File: config.mk
export PLATFORM = sky130hd
export DESIGN_NAME = fetch_stage
export DESIGN_NICKNAME = d
export VERILOG_FILES = /design/src/rtl/fetch_stage_pkg.sv /design/src/rtl/fetch_queue.sv /design/src/rtl/fetch_stage.sv
export SDC_FILE = /design/constraint.sdc
export NUM_CORES = 1
export LEC_CHECK = 0
export ABC_CLOCK_PERIOD_IN_PS = 3390
export CORE_ASPECT_RATIO = 1.2
export CORE_MARGIN = 2
export CORE_UTILIZATION = 45
export DETAILED_ROUTE_END_ITERATION = 8
export PLACE_DENSITY_LB_ADDON = 0.1
export SETUP_SLACK_MARGIN = 0.05
export SLEW_MARGIN = 20
export SYNTH_ARGS = -nofsm -noshare
export SYNTH_HDL_FRONTEND = slang
export SYNTH_SLANG_ARGS = --single-unit
export TNS_END_PERCENT = 50
File: constraint.sdc
create_clock -name clk -period 3.39 [get_ports clk]
set_input_delay 0.5085 -clock clk [delete_from_list [all_inputs] [get_ports clk]]
set_output_delay 0.5085 -clock clk [all_outputs]
set_load 0.1 [all_outputs]
File: src/rtl/fetch_stage_pkg.sv
// Shared CPU-wide widths and encodings used by the fetch stage and its queue.
package fetch_stage_pkg;

    localparam int CPU_PC_W   = 12;
    localparam int CPU_INST_W = 16;
    localparam int REG_ADDR_W = 4;

    localparam logic [CPU_INST_W-1:0] NOP = 16'h0000;

endpackage

File: src/rtl/fetch_queue.sv
// In-order FIFO of {PC, instruction} pairs between instruction memory and decode.
// Flush empties the queue in one cycle and wins over a same-cycle push or pop.
module fetch_queue
    import fetch_stage_pkg::*;
#(
    parameter int PC_W   = CPU_PC_W,
    parameter int INST_W = CPU_INST_W,
    parameter int QDEPTH = 2
) (
    input  logic                     clk_i,
    input  logic                     reset_i,
    input  logic                     push_i,
    input  logic [PC_W-1:0]          push_pc_i,
    input  logic [INST_W-1:0]        push_inst_i,
    input  logic                     pop_i,
    input  logic                     flush_i,
    output logic [$clog2(QDEPTH):0]  count_o,
    output logic [PC_W-1:0]          head_pc_o,
    output logic [INST_W-1:0]        head_inst_o
);

    localparam int AW = $clog2(QDEPTH);
    localparam int CW = AW + 1;

    logic [PC_W-1:0]   pc_mem_q   [QDEPTH];
    logic [INST_W-1:0] inst_mem_q [QDEPTH];
    logic [AW-1:0]     rd_ptr_q, rd_ptr_d;
    logic [AW-1:0]     wr_ptr_q, wr_ptr_d;
    logic [CW-1:0]     count_q, count_d;
    logic              do_pop;

    assign do_pop = pop_i && (count_q != '0);

    always_comb begin
        rd_ptr_d = rd_ptr_q;
        wr_ptr_d = wr_ptr_q;
        count_d  = count_q;
        if (flush_i) begin
            rd_ptr_d = '0;
            wr_ptr_d = '0;
            count_d  = '0;
        end else begin
            if (push_i) wr_ptr_d = wr_ptr_q + 1'b1;
            if (do_pop) rd_ptr_d = rd_ptr_q + 1'b1;
            count_d = count_q + CW'(push_i) - CW'(do_pop);
        end
    end

    always_ff @(posedge clk_i) begin
        if (reset_i) begin
            rd_ptr_q <= '0;
            wr_ptr_q <= '0;
            count_q  <= '0;
        end else begin
            rd_ptr_q <= rd_ptr_d;
            wr_ptr_q <= wr_ptr_d;
            count_q  <= count_d;
        end
    end

    // Storage carries no reset; occupancy is tracked solely by count_q.
    always_ff @(posedge clk_i) begin
        if (push_i && !flush_i) begin
            pc_mem_q[wr_ptr_q]   <= push_pc_i;
            inst_mem_q[wr_ptr_q] <= push_inst_i;
        end
    end

    assign count_o     = count_q;
    assign head_pc_o   = (count_q != '0) ? pc_mem_q[rd_ptr_q]   : '0;
    assign head_inst_o = (count_q != '0) ? inst_mem_q[rd_ptr_q] : INST_W'(NOP);

endmodule

File: src/rtl/fetch_stage.sv
// Instruction fetch: owns the PC, issues in-order memory requests, queues returned
// instructions for decode and squashes wrong-path fetches on a decode redirect.
module fetch_stage
    import fetch_stage_pkg::*;
#(
    parameter int              PC_W     = CPU_PC_W,
    parameter int              INST_W   = CPU_INST_W,
    parameter logic [PC_W-1:0] RESET_PC = '0,
    parameter int              QDEPTH   = 2
) (
    input  logic              clk,
    input  logic              reset,
    output logic              imem_req_valid,
    output logic [PC_W-1:0]   imem_req_addr,
    input  logic              imem_req_ready,
    input  logic              imem_rsp_valid,
    input  logic [INST_W-1:0] imem_rsp_data,
    input  logic              stallD,
    input  logic              branchD,
    input  logic [PC_W-1:0]   PC_branch,
    output logic              validD,
    output logic [INST_W-1:0] instD,
    output logic [PC_W-1:0]   pcD
);

    localparam int          CW = $clog2(QDEPTH) + 1;
    localparam logic [CW:0] QD = (CW+1)'(QDEPTH);

    logic [PC_W-1:0]   pc_q, pc_d;
    logic [PC_W-1:0]   rsp_pc_q, rsp_pc_d;
    logic [CW-1:0]     outst_q, outst_d;
    logic [CW-1:0]     discard_q, discard_d;
    logic              started_q;
    logic [CW-1:0]     q_count;
    logic [PC_W-1:0]   head_pc;
    logic [INST_W-1:0] head_inst;
    logic              req_xfer, rsp_keep, q_valid, q_pop;

    // Queued plus in-flight instructions never exceed QDEPTH, so responses always fit.
    assign imem_req_valid = started_q && !reset && (({1'b0, q_count} + {1'b0, outst_q}) < QD);
    assign imem_req_addr  = pc_q;
    assign req_xfer       = imem_req_valid && imem_req_ready;
    assign rsp_keep       = imem_rsp_valid && (discard_q == '0);
    assign q_valid        = !reset && (q_count != '0);
    assign q_pop          = q_valid && !stallD;

    always_comb begin
        outst_d   = outst_q + CW'(req_xfer) - CW'(imem_rsp_valid);
        pc_d      = req_xfer ? pc_q + 1'b1 : pc_q;
        rsp_pc_d  = rsp_keep ? rsp_pc_q + 1'b1 : rsp_pc_q;
        discard_d = (imem_rsp_valid && (discard_q != '0)) ? discard_q - 1'b1 : discard_q;
        if (branchD) begin
            pc_d      = PC_branch;
            rsp_pc_d  = PC_branch;
            discard_d = outst_d;
        end
    end

    always_ff @(posedge clk) begin
        if (reset) begin
            pc_q      <= RESET_PC;
            rsp_pc_q  <= RESET_PC;
            outst_q   <= '0;
            discard_q <= '0;
            started_q <= 1'b0;
        end else begin
            pc_q      <= pc_d;
            rsp_pc_q  <= rsp_pc_d;
            outst_q   <= outst_d;
            discard_q <= discard_d;
            started_q <= 1'b1;
        end
    end

    fetch_queue #(
        .PC_W   (PC_W),
        .INST_W (INST_W),
        .QDEPTH (QDEPTH)
    ) u_queue (
        .clk_i       (clk),
        .reset_i     (reset),
        .push_i      (rsp_keep),
        .push_pc_i   (rsp_pc_q),
        .push_inst_i (imem_rsp_data),
        .pop_i       (q_pop),
        .flush_i     (branchD),
        .count_o     (q_count),
        .head_pc_o   (head_pc),
        .head_inst_o (head_inst)
    );

    assign validD = q_valid;
    assign instD  = q_valid ? head_inst : '0;
    assign pcD    = q_valid ? head_pc   : '0;

    rsp_needs_outstanding: assert property (
        @(posedge clk) disable iff (reset) imem_rsp_valid |-> (outst_q != '0));

endmodule

==> flow_metrics.tcl <==
set metrics [dict create \
    critical_path.startpoint_type "flop" \
    clkLatencyLatePin_ns 0.36 \
    wirelength_um 7148 \
    start_util_pct 46.87 \
    clock_path_buffers 2 \
    finalWorstSetupSlack_ns 0.3912 \
    drt_iter0_drc 92 \
    die_h_um 105.2 \
    ff2ff_path_depth 12 \
    critical_path_required_ns 3.64 \
    first_global_vias 2477 \
    cts_tree "yes" \
    worstHoldPathType "reg -> reg" \
    timing_max_transition_violations_final 0 \
    antenna_violating_nets_left 0 \
    hold_violations 0 \
    drive_gt1_share_pct 14.87 \
    clk_pin_slew_ns 0.09 \
    cts-hold-fix-buffers 0 \
    power-per-cell-area_mw_per_mm2 476.3 \
    dpl.hpwl_um 4904 \
    grt_pass1_wl_um 11670 \
    detail_route.vias_per_cell 4.974 \
    grt_start_max_net_pins 38 \
    firstDrtPassIters 4 \
    post_cts.repair.setup_buffers 0 \
    worstPathMaxFanout 10 \
    critical_path_arrival_ns 3.25 \
    path_class "reg -> reg" \
    maxCapViolations 0 \
    port_buffers 75 \
    core_area_mm2 0.008198 \
    tritoncts_num_sinks 90 \
    die_area_mm2 0.009297 \
    synth_nets 350 \
    outcome "completed" \
    grtUsageTotal_pct 16.26 \
    p_sw_uw 731.8 \
    holdPathStages 0 \
    clock_power_share_pct 28.0 \
    crit_path_end_kind "flop" \
    unrepaired_setup_endpoints_after_global_routing "false" \
    cell_internal_pwr_mw 1.724 \
    setup_skew_ns 0.009528 \
    avgSynthCellArea_um2 12.48 \
    period_needed_ns 2.999 \
    cts_max_level 3 \
    peak_clock_frequency_supported_by_timing_mhz 333.5 \
    share_of_synthesized_area_occupied_by_flip_flops_and_latches_pct 61.48 \
    maximum_resistive_drop_on_vdd_uv 199.2 \
    yosysUniqueCellTypes 38 \
    layout_worst_path_cycle_share_pct 88.46 \
    timing.setup.tns_ns 0 \
    p_sw_share_pct 29.80 \
    synth_area_mm2 0.003842 \
    ys_seq_elements 90 \
    grt_antenna_before_repair 0 \
    ctsResizeCount 0 \
    vias 2507 \
    cts_buffers 9 \
    antenna_cells 0 \
    setup_viol 0 \
    wl_per_cell_um 14.18 \
    globalRouteOverflowTotal 0 \
    p_seq_share_pct 52.0 \
    core.rowCount 36 \
    multi_input_comb_area_mm2 0.001374 \
    fillCellCount 666 \
    ys_warn_count 0 \
    dp_worst_setup_slack_ns 0.4034 \
    route.detailed.drc 0 \
    power.share.combinational_pct 20.0 \
    ioPinCount 76 \
    total_leakage_power_nw 1.779 \
    fin_nets 427 \
    cts-root-buf "sky130_fd_sc_hd__clkbuf_8" \
    areaGrowthSynthToFinish_pct 34.19 \
    worstMarginPinSlew_ns 0.9720 \
    cells_after_synth 308 \
    chipWidth_um 88.36 \
    gp_congestion 0.7397 \
    slew-limit-headroom_pct 35.00 \
    seq_area_mm2 0.002364 \
]
placed cells by master (no fill, tap or decap), types with 2 or more instances in the layout:
cell type                          n
sky130_fd_sc_hd__a21boi_1          6
sky130_fd_sc_hd__edfxtp_1         56
sky130_fd_sc_hd__clkdlybuf4s50_1  45
sky130_fd_sc_hd__nand3_1           5
sky130_fd_sc_hd__nor3_1           10
sky130_fd_sc_hd__xor2_1            9
sky130_fd_sc_hd__clkbuf_8          9
sky130_fd_sc_hd__and2_1            5
sky130_fd_sc_hd__and4_1            2
sky130_fd_sc_hd__nor4_1            4
sky130_fd_sc_hd__ha_1              7
sky130_fd_sc_hd__mux2i_1          30
sky130_fd_sc_hd__buf_12           26
sky130_fd_sc_hd__a21oi_1           3
sky130_fd_sc_hd__o21ai_0           5
sky130_fd_sc_hd__xnor2_1          17
sky130_fd_sc_hd__nand2_1          10
sky130_fd_sc_hd__a21boi_0         11
sky130_fd_sc_hd__buf_4             9
sky130_fd_sc_hd__nor2_1           35
sky130_fd_sc_hd__dfxtp_1          33
sky130_fd_sc_hd__a31oi_1           2
sky130_fd_sc_hd__o21a_1           10
sky130_fd_sc_hd__clkinv_4          2
sky130_fd_sc_hd__inv_1            11
sky130_fd_sc_hd__nand4_1           7
sky130_fd_sc_hd__clkinvlp_4        2
critical path, cell delays in order, from the launching register on:
cell and delay (ns):
sky130_fd_sc_hd__dfxtp_1 0.33, sky130_fd_sc_hd__and2_1 0.17, sky130_fd_sc_hd__fa_1 0.44, sky130_fd_sc_hd__or4b_4 0.64, sky130_fd_sc_hd__clkinvlp_4 0.14, sky130_fd_sc_hd__nand2_1 0.11, sky130_fd_sc_hd__ha_1 0.29, sky130_fd_sc_hd__inv_1 0.04
sky130_fd_sc_hd__ha_1 0.17, sky130_fd_sc_hd__xor2_1 0.16, sky130_fd_sc_hd__xnor2_1 0.13, sky130_fd_sc_hd__nor2_1 0.06, sky130_fd_sc_hd__a22o_1 0.22
synthesized netlist by cell type:
| cell | n | area, um2 |
|---|---|---|
| sky130_fd_sc_hd__edfxtp_1 | 56 | 1682 |
| sky130_fd_sc_hd__nor2_1 | 35 | 131.4 |
| sky130_fd_sc_hd__dfxtp_1 | 34 | 680.7 |
| sky130_fd_sc_hd__mux2i_1 | 30 | 300.3 |
| sky130_fd_sc_hd__xnor2_1 | 17 | 148.9 |
| sky130_fd_sc_hd__inv_1 | 12 | 45.04 |
| sky130_fd_sc_hd__a21boi_0 | 11 | 82.58 |
| sky130_fd_sc_hd__nor3_1 | 11 | 55.05 |
| sky130_fd_sc_hd__nand2_1 | 10 | 37.54 |
| sky130_fd_sc_hd__o21a_1 | 10 | 75.07 |
| sky130_fd_sc_hd__clkbuf_1 | 9 | 33.78 |
| sky130_fd_sc_hd__xor2_1 | 9 | 78.83 |
| sky130_fd_sc_hd__ha_1 | 7 | 87.58 |
| sky130_fd_sc_hd__nand4_1 | 7 | 43.79 |
| sky130_fd_sc_hd__a21boi_1 | 6 | 45.04 |
| sky130_fd_sc_hd__and2_1 | 5 | 31.28 |
| sky130_fd_sc_hd__nand3_1 | 5 | 25.02 |
| sky130_fd_sc_hd__o21ai_0 | 5 | 25.02 |
| sky130_fd_sc_hd__nor4_1 | 4 | 25.02 |
| sky130_fd_sc_hd__a21oi_1 | 3 | 15.01 |
| sky130_fd_sc_hd__a31oi_1 | 2 | 12.51 |
| sky130_fd_sc_hd__and4_1 | 2 | 17.52 |
| sky130_fd_sc_hd__buf_2 | 2 | 10.01 |
| sky130_fd_sc_hd__buf_6 | 2 | 22.52 |
| sky130_fd_sc_hd__a211oi_1 | 1 | 7.510 |
| sky130_fd_sc_hd__a21boi_2 | 1 | 11.26 |
| sky130_fd_sc_hd__a22o_1 | 1 | 8.760 |
| sky130_fd_sc_hd__a311oi_1 | 1 | 8.760 |
| sky130_fd_sc_hd__and2b_2 | 1 | 8.760 |
| sky130_fd_sc_hd__and3_1 | 1 | 6.260 |
| sky130_fd_sc_hd__buf_1 | 1 | 3.750 |
| sky130_fd_sc_hd__fa_1 | 1 | 20.02 |
| sky130_fd_sc_hd__nand2b_1 | 1 | 6.260 |
| sky130_fd_sc_hd__nor2b_1 | 1 | 6.260 |
| sky130_fd_sc_hd__nor4_2 | 1 | 12.51 |
| sky130_fd_sc_hd__o211a_1 | 1 | 10.01 |
| sky130_fd_sc_hd__o21bai_1 | 1 | 7.510 |
| sky130_fd_sc_hd__or4b_4 | 1 | 13.76 |
registers in the layout, summed over array words and instances (netlist names), named ones only:
register	count
started_q	1
rsp_pc_q	12
u_queue.rd_ptr_q	1
imem_req_addr	12
u_queue.pc_mem_q	24
outst_q	2
u_queue.count_o	2
u_queue.wr_ptr_q	1
u_queue.inst_mem_q	32
discard_q	2
power groups by stage:
stage	combinational, mW	clock, mW	sequential [mW]
2_1_floorplan	0.267	0	1.36
3_3_place_gp	0.489	0	1.30
3_5_place_dp	0.494	0	1.30
4_1_cts	0.496	0.710	1.28
5_1_grt	0.524	0.747	1.29
6_report	0.491	0.689	1.28
stage by stage:
step	power, mW	hold slack (ns)	util [%]	instance area [um2]	instances
after global routing	2.556	0.5192	62.90	5156	504
final	2.456	0.4957	62.90	5156	504
after floorplan	1.631	0.4465	-	3846	308
after global placement	1.787	0.4891	60.59	4967	488
after CTS	2.483	0.4998	62.90	5156	504
after detailed placement	1.795	0.4941	60.59	4967	488
path summary, 6_finish.rpt:
kind                                 start                                 to  slack [ns]
min reg2reg      rsp_pc_q[11]$_SDFFE_PP0P_  u_queue.pc_mem_q[0][11]$_DFFE_PP_        0.50
max          u_queue.count_o[0]$_SDFF_PP0_          discard_q[1]$_SDFFE_PP0P_        0.39
max reg2reg  u_queue.count_o[0]$_SDFF_PP0_          discard_q[1]$_SDFFE_PP0P_        0.39
min              rsp_pc_q[11]$_SDFFE_PP0P_  u_queue.pc_mem_q[0][11]$_DFFE_PP_        0.50
routing by layer:
layer | GRT usage, % | routed length [um]
met2 | 25.62 | 3404
met5 | 0 | 0
met4 | 7.468 | 162
met3 | 4.385 | 378
met1 | 20.66 | 3203
area by class of cell:
| cell class | instances | area share [%] |
|---|---|---|
| Inverter | 12 | 0.9464 |
| Clock inverter | 5 | 0.7037 |
| Timing Repair Buffer | 80 | 20.14 |
| Tap cell | 114 | 2.766 |
| Clock buffer | 11 | 2.960 |
| Multi-Input combinational cell | 192 | 26.64 |
| Sequential cell | 90 | 45.84 |
cell families (layout without fill, tap and decap cells):
| family | count (synthesis) | count (layout) | synth area share [%] |
|---|---|---|---|
| DFF | 90 | 90 | 61.48 |
| and+or+nand+nor | 85 | 85 | 10.94 |
| AOI/OAI and AO/OA | 43 | 43 | 8.043 |
| muxes | 30 | 30 | 7.815 |
| xor gates and xnor gates | 26 | 26 | 5.926 |
| buffers and inverters | 26 | 108 | 2.995 |
| adders and majority gates | 8 | 8 | 2.800 |
Power figures use the tool's default switching activity.
